## src/rtl/register_access_ctrl.sv

```systemverilog
// register_access_ctrl: request/response front end for the 256-bit matrix register.
// It queues read and write requests, drives the register's Enable, ReadWrite and
// DataIn pins from flops, and returns captured read data on a valid/ready port.
// Optional feature: define REG_ACC_SHADOW_EN to keep a shadow copy of the last
// written word. Reads are then served from the shadow without touching the register.
module register_access_ctrl #(
    parameter int DATA_WIDTH = 256,
    parameter int FIFO_DEPTH = 2
) (
    input  logic                  Clock_i,
    input  logic                  Reset_i,
    input  logic                  ReqValid_i,
    output logic                  ReqReady_o,
    input  logic                  ReqWrite_i,
    input  logic [DATA_WIDTH-1:0] ReqData_i,
    output logic                  RspValid_o,
    input  logic                  RspReady_i,
    output logic [DATA_WIDTH-1:0] RspData_o,
    output logic                  RegEnable_o,
    output logic                  RegReadWrite_o,
    output logic [DATA_WIDTH-1:0] RegDataIn_o,
    input  logic [DATA_WIDTH-1:0] RegDataOut_i,
    output logic                  Busy_o
);

    localparam int PTR_W = $clog2(FIFO_DEPTH);
    localparam int CNT_W = PTR_W + 1;
    localparam logic [CNT_W-1:0] CNT_FULL = CNT_W'(FIFO_DEPTH);

    localparam logic [2:0] S_IDLE = 3'd0;
    localparam logic [2:0] S_WR   = 3'd1;
    localparam logic [2:0] S_RD1  = 3'd2;
    localparam logic [2:0] S_RD2  = 3'd3;
    localparam logic [2:0] S_RESP = 3'd4;

    logic                  q_wr_q   [FIFO_DEPTH];
    logic [DATA_WIDTH-1:0] q_data_q [FIFO_DEPTH];
    logic [PTR_W-1:0]      wr_ptr_q;
    logic [PTR_W-1:0]      rd_ptr_q;
    logic [CNT_W-1:0]      count_q;
    logic                  push;
    logic                  pop;
    logic                  head_wr;
    logic [DATA_WIDTH-1:0] head_data;

    logic [2:0]            state_q, state_d;
    logic                  en_q, en_d;
    logic                  rw_q, rw_d;
    logic [DATA_WIDTH-1:0] din_q, din_d;
    logic                  rsp_vld_q, rsp_vld_d;
    logic [DATA_WIDTH-1:0] rsp_data_q, rsp_data_d;
`ifdef REG_ACC_SHADOW_EN
    logic [DATA_WIDTH-1:0] shadow_q, shadow_d;
    logic                  shadow_vld_q, shadow_vld_d;
    logic                  shadow_hit_q, shadow_hit_d;
`endif

    // The head is popped only while idle; a pop in the same cycle lets a full queue accept.
    assign pop        = (state_q == S_IDLE) && (count_q != '0);
    assign ReqReady_o = (count_q != CNT_FULL) || pop;
    assign push       = ReqValid_i && ReqReady_o;
    assign head_wr    = q_wr_q[rd_ptr_q];
    assign head_data  = q_data_q[rd_ptr_q];

    // Request queue: circular buffer with wrapping pointers and an occupancy count.
    always_ff @(posedge Clock_i or posedge Reset_i) begin
        if (Reset_i) begin
            for (int i = 0; i < FIFO_DEPTH; i++) begin
                q_wr_q[i]   <= 1'b0;
                q_data_q[i] <= '0;
            end
            wr_ptr_q <= '0;
            rd_ptr_q <= '0;
            count_q  <= '0;
        end else begin
            if (push) begin
                q_wr_q[wr_ptr_q]   <= ReqWrite_i;
                q_data_q[wr_ptr_q] <= ReqData_i;
                wr_ptr_q           <= wr_ptr_q + PTR_W'(1);
            end
            if (pop) begin
                rd_ptr_q <= rd_ptr_q + PTR_W'(1);
            end
            case ({push, pop})
                2'b10:   count_q <= count_q + CNT_W'(1);
                2'b01:   count_q <= count_q - CNT_W'(1);
                default: count_q <= count_q;
            endcase
        end
    end

    // Sequencer next state: one cycle per write, RD1/RD2 then RESP per read.
    always_comb begin
        state_d    = state_q;
        en_d       = en_q;
        rw_d       = rw_q;
        din_d      = din_q;
        rsp_vld_d  = rsp_vld_q;
        rsp_data_d = rsp_data_q;
`ifdef REG_ACC_SHADOW_EN
        shadow_d     = shadow_q;
        shadow_vld_d = shadow_vld_q;
        shadow_hit_d = shadow_hit_q;
`endif
        case (state_q)
            S_IDLE: begin
                if (pop) begin
                    if (head_wr) begin
                        state_d = S_WR;
                        en_d    = 1'b1;
                        rw_d    = 1'b0;
                        din_d   = head_data;
`ifdef REG_ACC_SHADOW_EN
                        shadow_d     = head_data;
                        shadow_vld_d = 1'b1;
`endif
                    end else begin
`ifdef REG_ACC_SHADOW_EN
                        if (shadow_vld_q) begin
                            // Served from the shadow: pass through RD2 with the register idle.
                            state_d      = S_RD2;
                            en_d         = 1'b0;
                            rw_d         = 1'b0;
                            shadow_hit_d = 1'b1;
                        end else begin
                            state_d = S_RD1;
                            en_d    = 1'b1;
                            rw_d    = 1'b1;
                        end
`else
                        state_d = S_RD1;
                        en_d    = 1'b1;
                        rw_d    = 1'b1;
`endif
                    end
                end
            end
            S_WR: begin
                state_d = S_IDLE;
                en_d    = 1'b0;
            end
            S_RD1: begin
                // Enable stays high so DataOut is still driven when it is captured.
                state_d = S_RD2;
            end
            S_RD2: begin
`ifdef REG_ACC_SHADOW_EN
                rsp_data_d   = shadow_hit_q ? shadow_q : RegDataOut_i;
                shadow_hit_d = 1'b0;
`else
                rsp_data_d = RegDataOut_i;
`endif
                rsp_vld_d = 1'b1;
                en_d      = 1'b0;
                rw_d      = 1'b0;
                state_d   = S_RESP;
            end
            S_RESP: begin
                if (RspReady_i) begin
                    rsp_vld_d = 1'b0;
                    state_d   = S_IDLE;
                end
            end
            default: begin
                state_d = S_IDLE;
                en_d    = 1'b0;
                rw_d    = 1'b0;
            end
        endcase
    end

    // Sequencer and register-pin flops; reset drops Enable at once.
    always_ff @(posedge Clock_i or posedge Reset_i) begin
        if (Reset_i) begin
            state_q    <= S_IDLE;
            en_q       <= 1'b0;
            rw_q       <= 1'b0;
            din_q      <= '0;
            rsp_vld_q  <= 1'b0;
            rsp_data_q <= '0;
`ifdef REG_ACC_SHADOW_EN
            shadow_q     <= '0;
            shadow_vld_q <= 1'b0;
            shadow_hit_q <= 1'b0;
`endif
        end else begin
            state_q    <= state_d;
            en_q       <= en_d;
            rw_q       <= rw_d;
            din_q      <= din_d;
            rsp_vld_q  <= rsp_vld_d;
            rsp_data_q <= rsp_data_d;
`ifdef REG_ACC_SHADOW_EN
            shadow_q     <= shadow_d;
            shadow_vld_q <= shadow_vld_d;
            shadow_hit_q <= shadow_hit_d;
`endif
        end
    end

    assign RegEnable_o    = en_q;
    assign RegReadWrite_o = rw_q;
    assign RegDataIn_o    = din_q;
    assign RspValid_o     = rsp_vld_q;
    assign RspData_o      = rsp_data_q;
    assign Busy_o         = (state_q != S_IDLE) || (count_q != '0);

endmodule

```

## config.mk

```make
export PLATFORM = sky130hd
export DESIGN_NAME = register_access_ctrl
export DESIGN_NICKNAME = d
export VERILOG_FILES = /design/src/rtl/register_access_ctrl.sv
export SDC_FILE = /design/constraint.sdc
export NUM_CORES = 2
export LEC_CHECK = 0
export CAP_MARGIN = 40
export CORE_AREA = 2 2 407 409
export CTS_BUF_LIST = sky130_fd_sc_hd__clkbuf_16
export CTS_CLUSTER_SIZE = 24
export DETAILED_ROUTE_END_ITERATION = 8
export DIE_AREA = 0 0 409 411
export GPL_TIMING_DRIVEN = 0
export PLACE_DENSITY = 0.58
export SETUP_SLACK_MARGIN = 0.05
export SYNTH_ARGS = -nofsm -noshare
export SYNTH_HDL_FRONTEND = slang
export SYNTH_SLANG_ARGS = --single-unit
```

## constraint.sdc

```tcl
create_clock -name Clock_i -period 54.3 [get_ports Clock_i]
set_input_delay 16.29 -clock Clock_i [delete_from_list [all_inputs] [get_ports Clock_i]]
set_output_delay 16.29 -clock Clock_i [all_outputs]
set_load 0.1 [all_outputs]
```

* Word level (Yosys, flattened, before mapping) *
Index checks and enable logic that the tools add are counted.

word-level totals
  bits in registers = 1036
  input port bits = 517
  output and inout port bits = 517
  logic and storage cells = 74

operators by class
  add/sub/neg operators = 4
  magnitude comparators = 3
  eq/ne operators = 9
  mux-type cells = 24
  bitwise logic cells = 4
  reduce and logical (&&, ||, !) cells = 17

operator list
  cell                   number
  $mux W256              4
  $bwmux W512            1
  $demux W256 S1         1
  $pmux W3 S4            1
  $mux W1                8
  $reduce_and A2 Y1      4
  $eq A3 B2 Y1 const B   2
  $mux W3                2
  $ne A2 B2 Y1 const B   3
  $pmux W1 S2            3
  $reduce_bool A2 Y1     3
  $ge A2 B2 Y1 const B   2
  $not A1 Y2             2
  $pmux W2 S2            1
  $eq A3 B1 Y1 const B   1
  $eq A3 B3 Y1 const B   1
  $logic_and A1 B1 Y1    3
  $logic_not A3 Y1       1
  $reduce_and A3 Y1      1
  $reduce_bool A3 Y1     1
  $reduce_or A3 Y1       1
  $add A1 B1 Y1 const B  2
  $add A2 B1 Y2 const B  1
  $bwmux W2              1
  9 further kinds        11

* Logic depth before layout (Yosys ltp) *
  depth in word-level cells = 7
  depth in mapped cells = 7
  depth with buffers taken out = 3

* Least setup slack after synthesis *
OpenSTA, ideal clock, no wires.

  path kind = register -> output
  start point = register state_q[0]
  end point = output Busy_o
  arrival time = 1.551 ns
  data required time = 38.010 ns
  slack = 36.459 ns
  stages on the path, launching flop included = 4
  buffers on the path = 1
  cell sequence = dfrtp_1 > clkbuf_1 > nor3_1 > nand2_1

between the ends
  longest elaborated chain between the ends = 2

RTL lines
  what                    RTL line  text
  from (decl)             46        logic [2:0] state_q, state_d;
  from (signal assigned)  187       state_q <= state_d;
  $reduce_bool A3 Y1      206       assign Busy_o = (state_q != S_IDLE) || (count_q != '0);
  $logic_or A1 B1 Y1      206
  to (decl)               23        output logic Busy_o

No other way between the ends.

* Final worst setup path *
Ends and elaborated chain as after synthesis.

==> flow_metrics.tcl <==
set metrics [dict create \
    outcome "finished, final reports clean" \
    wire_per_inst_um 27.8 \
    hold_path_class "reg2reg" \
    initial_core_util 0.259 \
    post-cts-setup-buffers 0 \
    final_nets 4714 \
    netlist_instances 2515 \
    start_kind "register" \
    port_buffers 1033 \
    dp_hpwl_um 146000 \
    syn_nets 3032 \
    worstPathMaxFanout 10 \
    grt_antenna_before_repair 81 \
    drive_gt1_frac 0.488 \
    fin_skew_ns 0.0468 \
    crit_path_end_kind "output pin" \
    setup_viol 0 \
    dieArea_um2 168000 \
    path_clk_slew_ns 0.06 \
    grt_start_max_net_pins 121 \
    synth_cell_types 31 \
    numCtsBuffers 120 \
    worstSetupPathType "reg2out" \
    drt_iter0_markers 1635 \
    cp.arrival_ns 2.85 \
    clock_path_buffers 3 \
    drt_pre_antenna_iters 5 \
    fmax_mhz 52.2 \
    worstMarginPinSlew_ns 0.847 \
    post-place-ws_ns 35.18 \
    vias 28500 \
    synth_area_leaders "dfrtp_1, mux2_2, mux2_4, buf_6, buf_2" \
    drt-total-wl_um 181000 \
    cts.sink_count 1036 \
    drt.antenna.violating_nets 0 \
    dieWidth_um 409 \
    fin_ws_ns 35.16 \
    synth_area_um2 42500 \
    grt_use_total 0.212 \
    clk_latency_ns 0.74 \
    postCtsHoldBufs 0 \
    cts_root_buf "clkbuf_16" \
    grt_pass1_vias 31700 \
    reg2reg_depth 6 \
    ys_seq_area_frac 0.610 \
    rsz0062_at_grt "no" \
    pin_count 1034 \
    whs_ns 0.493 \
    cts_tree "yes" \
    grt_pass1_wl_um 252000 \
    synth-seq-cells 1036 \
    htreeDepth 3 \
    critPathRequiredTime_ns 38.01 \
    fin_crit_sh 0.353 \
    yosys.area.top_type "dfrtp_1" \
    fill_cells 14000 \
    yosysWarnings 0 \
    synth_top_cell_area_share 0.610 \
    drc 0 \
    fp.coreArea_um2 164000 \
    utilization 0.442 \
    syn_to_final_growth_pct 70.5 \
    post_cts_resized 0 \
    period_needed_ns 19.14 \
    die_y_um 411 \
    post_drt_via_cell_ratio 4.37 \
    overflow 0 \
    max_slew_margin 0.435 \
    avgSynthCellArea_um2 16.9 \
    max_cap_viol_count 0 \
    drv_slew 0 \
    row_count 149 \
    hold-path-cell-count 1 \
    gp_congestion 0.947 \
    timing_hold_violations_final 0 \
]
critical path: stages (launching register included):
cell and delay, ns:
dfrtp_1 0.37, clkbuf_1 0.22, nor3_1 0.48, nand2_1 0.22
clkdlybuf4s50_1 0.61, buf_16 0.23
placed cells by master (no fill, tap or decap), types with 2 or more instances in the layout:
master and instances:
clkdlybuf4s50_1 1029, a21oi_1 7, nor3_1 4, nand3b_1 2, or2_2 2, clkbuf_16 121, buf_8 107, buf_4 4
buf_1 2, dfrtp_1 1036, nor2_1 5, bufinv_16 6, buf_16 416, mux2_2 1053, inv_1 27, nand2b_1 2
clkinv_2 20, clkinv_16 3, mux2i_1 2, clkinvlp_4 6, inv_6 5, clkinv_1 29, mux2_4 230, clkbuf_1 36
buf_6 50, buf_2 63, nor2b_1 2, diode_2 26, nand2_1 7, xnor2_1 2
synthesized netlist by cell type, drive strengths merged:
master / n
mux2: 1283
dfrtp: 1036
buf: 111
clkbuf: 36
a21oi: 8
nand2: 7
nor2: 5
nor3: 5
inv: 2
mux2i: 2
nand2b: 2
nand3b: 2
nor2b: 2
or2: 2
xnor2: 2
a211o: 1
a31oi: 1
maj3: 1
o21a: 1
o21ba: 1
o21bai: 1
or3: 1
or4: 1
or4b: 1
xor2: 1
sequential cells by signal, summed over array words and instances, names as in the netlist:
name and count:
q_data_q 512, state_q 3, count_q 2, q_wr_q 2, wr_ptr_q 1, RegDataIn_o 256
rd_ptr_q 1, RspValid_o 1, RegReadWrite_o 1, RegEnable_o 1, RspData_o 256
cell families (layout without fill, tap and decap cells):
group | count (synthesis) | after routing | synth area share
other | 0 | 26 | 0
buffers and inverters | 149 | 1927 | 0.0234
adder cells (fa/ha/maj) | 1 | 1 | 0.000235
AND/OR/NAND/NOR | 28 | 28 | 0.00356
multiplexers | 1285 | 1285 | 0.361
AO/OA/AOI/OAI | 13 | 13 | 0.00197
flip-flops | 1036 | 1036 | 0.610
XOR/XNOR | 3 | 3 | 0.000618
final timing paths:
kind                                         from                      endpoint  slack [ns]
max in group asynchronous                 Reset_i     q_data_q[264]$_DFFE_PP0P_       36.02
min reg2reg                  wr_ptr_q$_DFFE_PP0P_          wr_ptr_q$_DFFE_PP0P_        0.49
min                          wr_ptr_q$_DFFE_PP0P_          wr_ptr_q$_DFFE_PP0P_        0.49
max reg2reg                  rd_ptr_q$_DFFE_PP0N_  RegDataIn_o[136]$_DFFE_PP0P_       51.45
max                        state_q[0]$_DFFE_PP0P_                        Busy_o       35.16
min in group asynchronous                 Reset_i     q_data_q[353]$_DFFE_PP0P_       16.06
through the flow:
| step | area, um^2 | setup TNS [ns] | instances |
|---|---|---|---|
| after floorplan | 42500 | 0 | 2515 |
| after global placement | 55600 | -5420.33 | 5737 |
| after detailed placement | 68700 | 0 | 6264 |
| after CTS | 72400 | 0 | 6482 |
| after global routing | 72500 | 0 | 6501 |
| final | 72500 | 0 | 6508 |
layer usage:
| layer | track usage | wire length (um) | vias up |
|---|---|---|---|
| li1 | - | - | 12400 |
| met2 | 0.355 | 88800 | 1002 |
| met3 | 0.0693 | 14200 | 358 |
| met1 | 0.244 | 68300 | 14700 |
| met4 | 0.102 | 9570 | 64 |
| met5 | 0 | 407 | - |
cell type report:
type	instances	area, um^2	area share
multi-input combinational	1330	15600	0.215
tap	2189	2740	0.0378
timing repair buffer	1560	23400	0.323
clock buffer	121	3030	0.0418
inverter	2	15.0	0.000207
buffer	147	986	0.0136
clock inverter	97	694	0.00958
sequential	1036	25900	0.358
antenna	26	65.1	0.000898
Power is not shown: default switching activity piles up to over one toggle a cycle in this logic, so the estimate is an artifact.
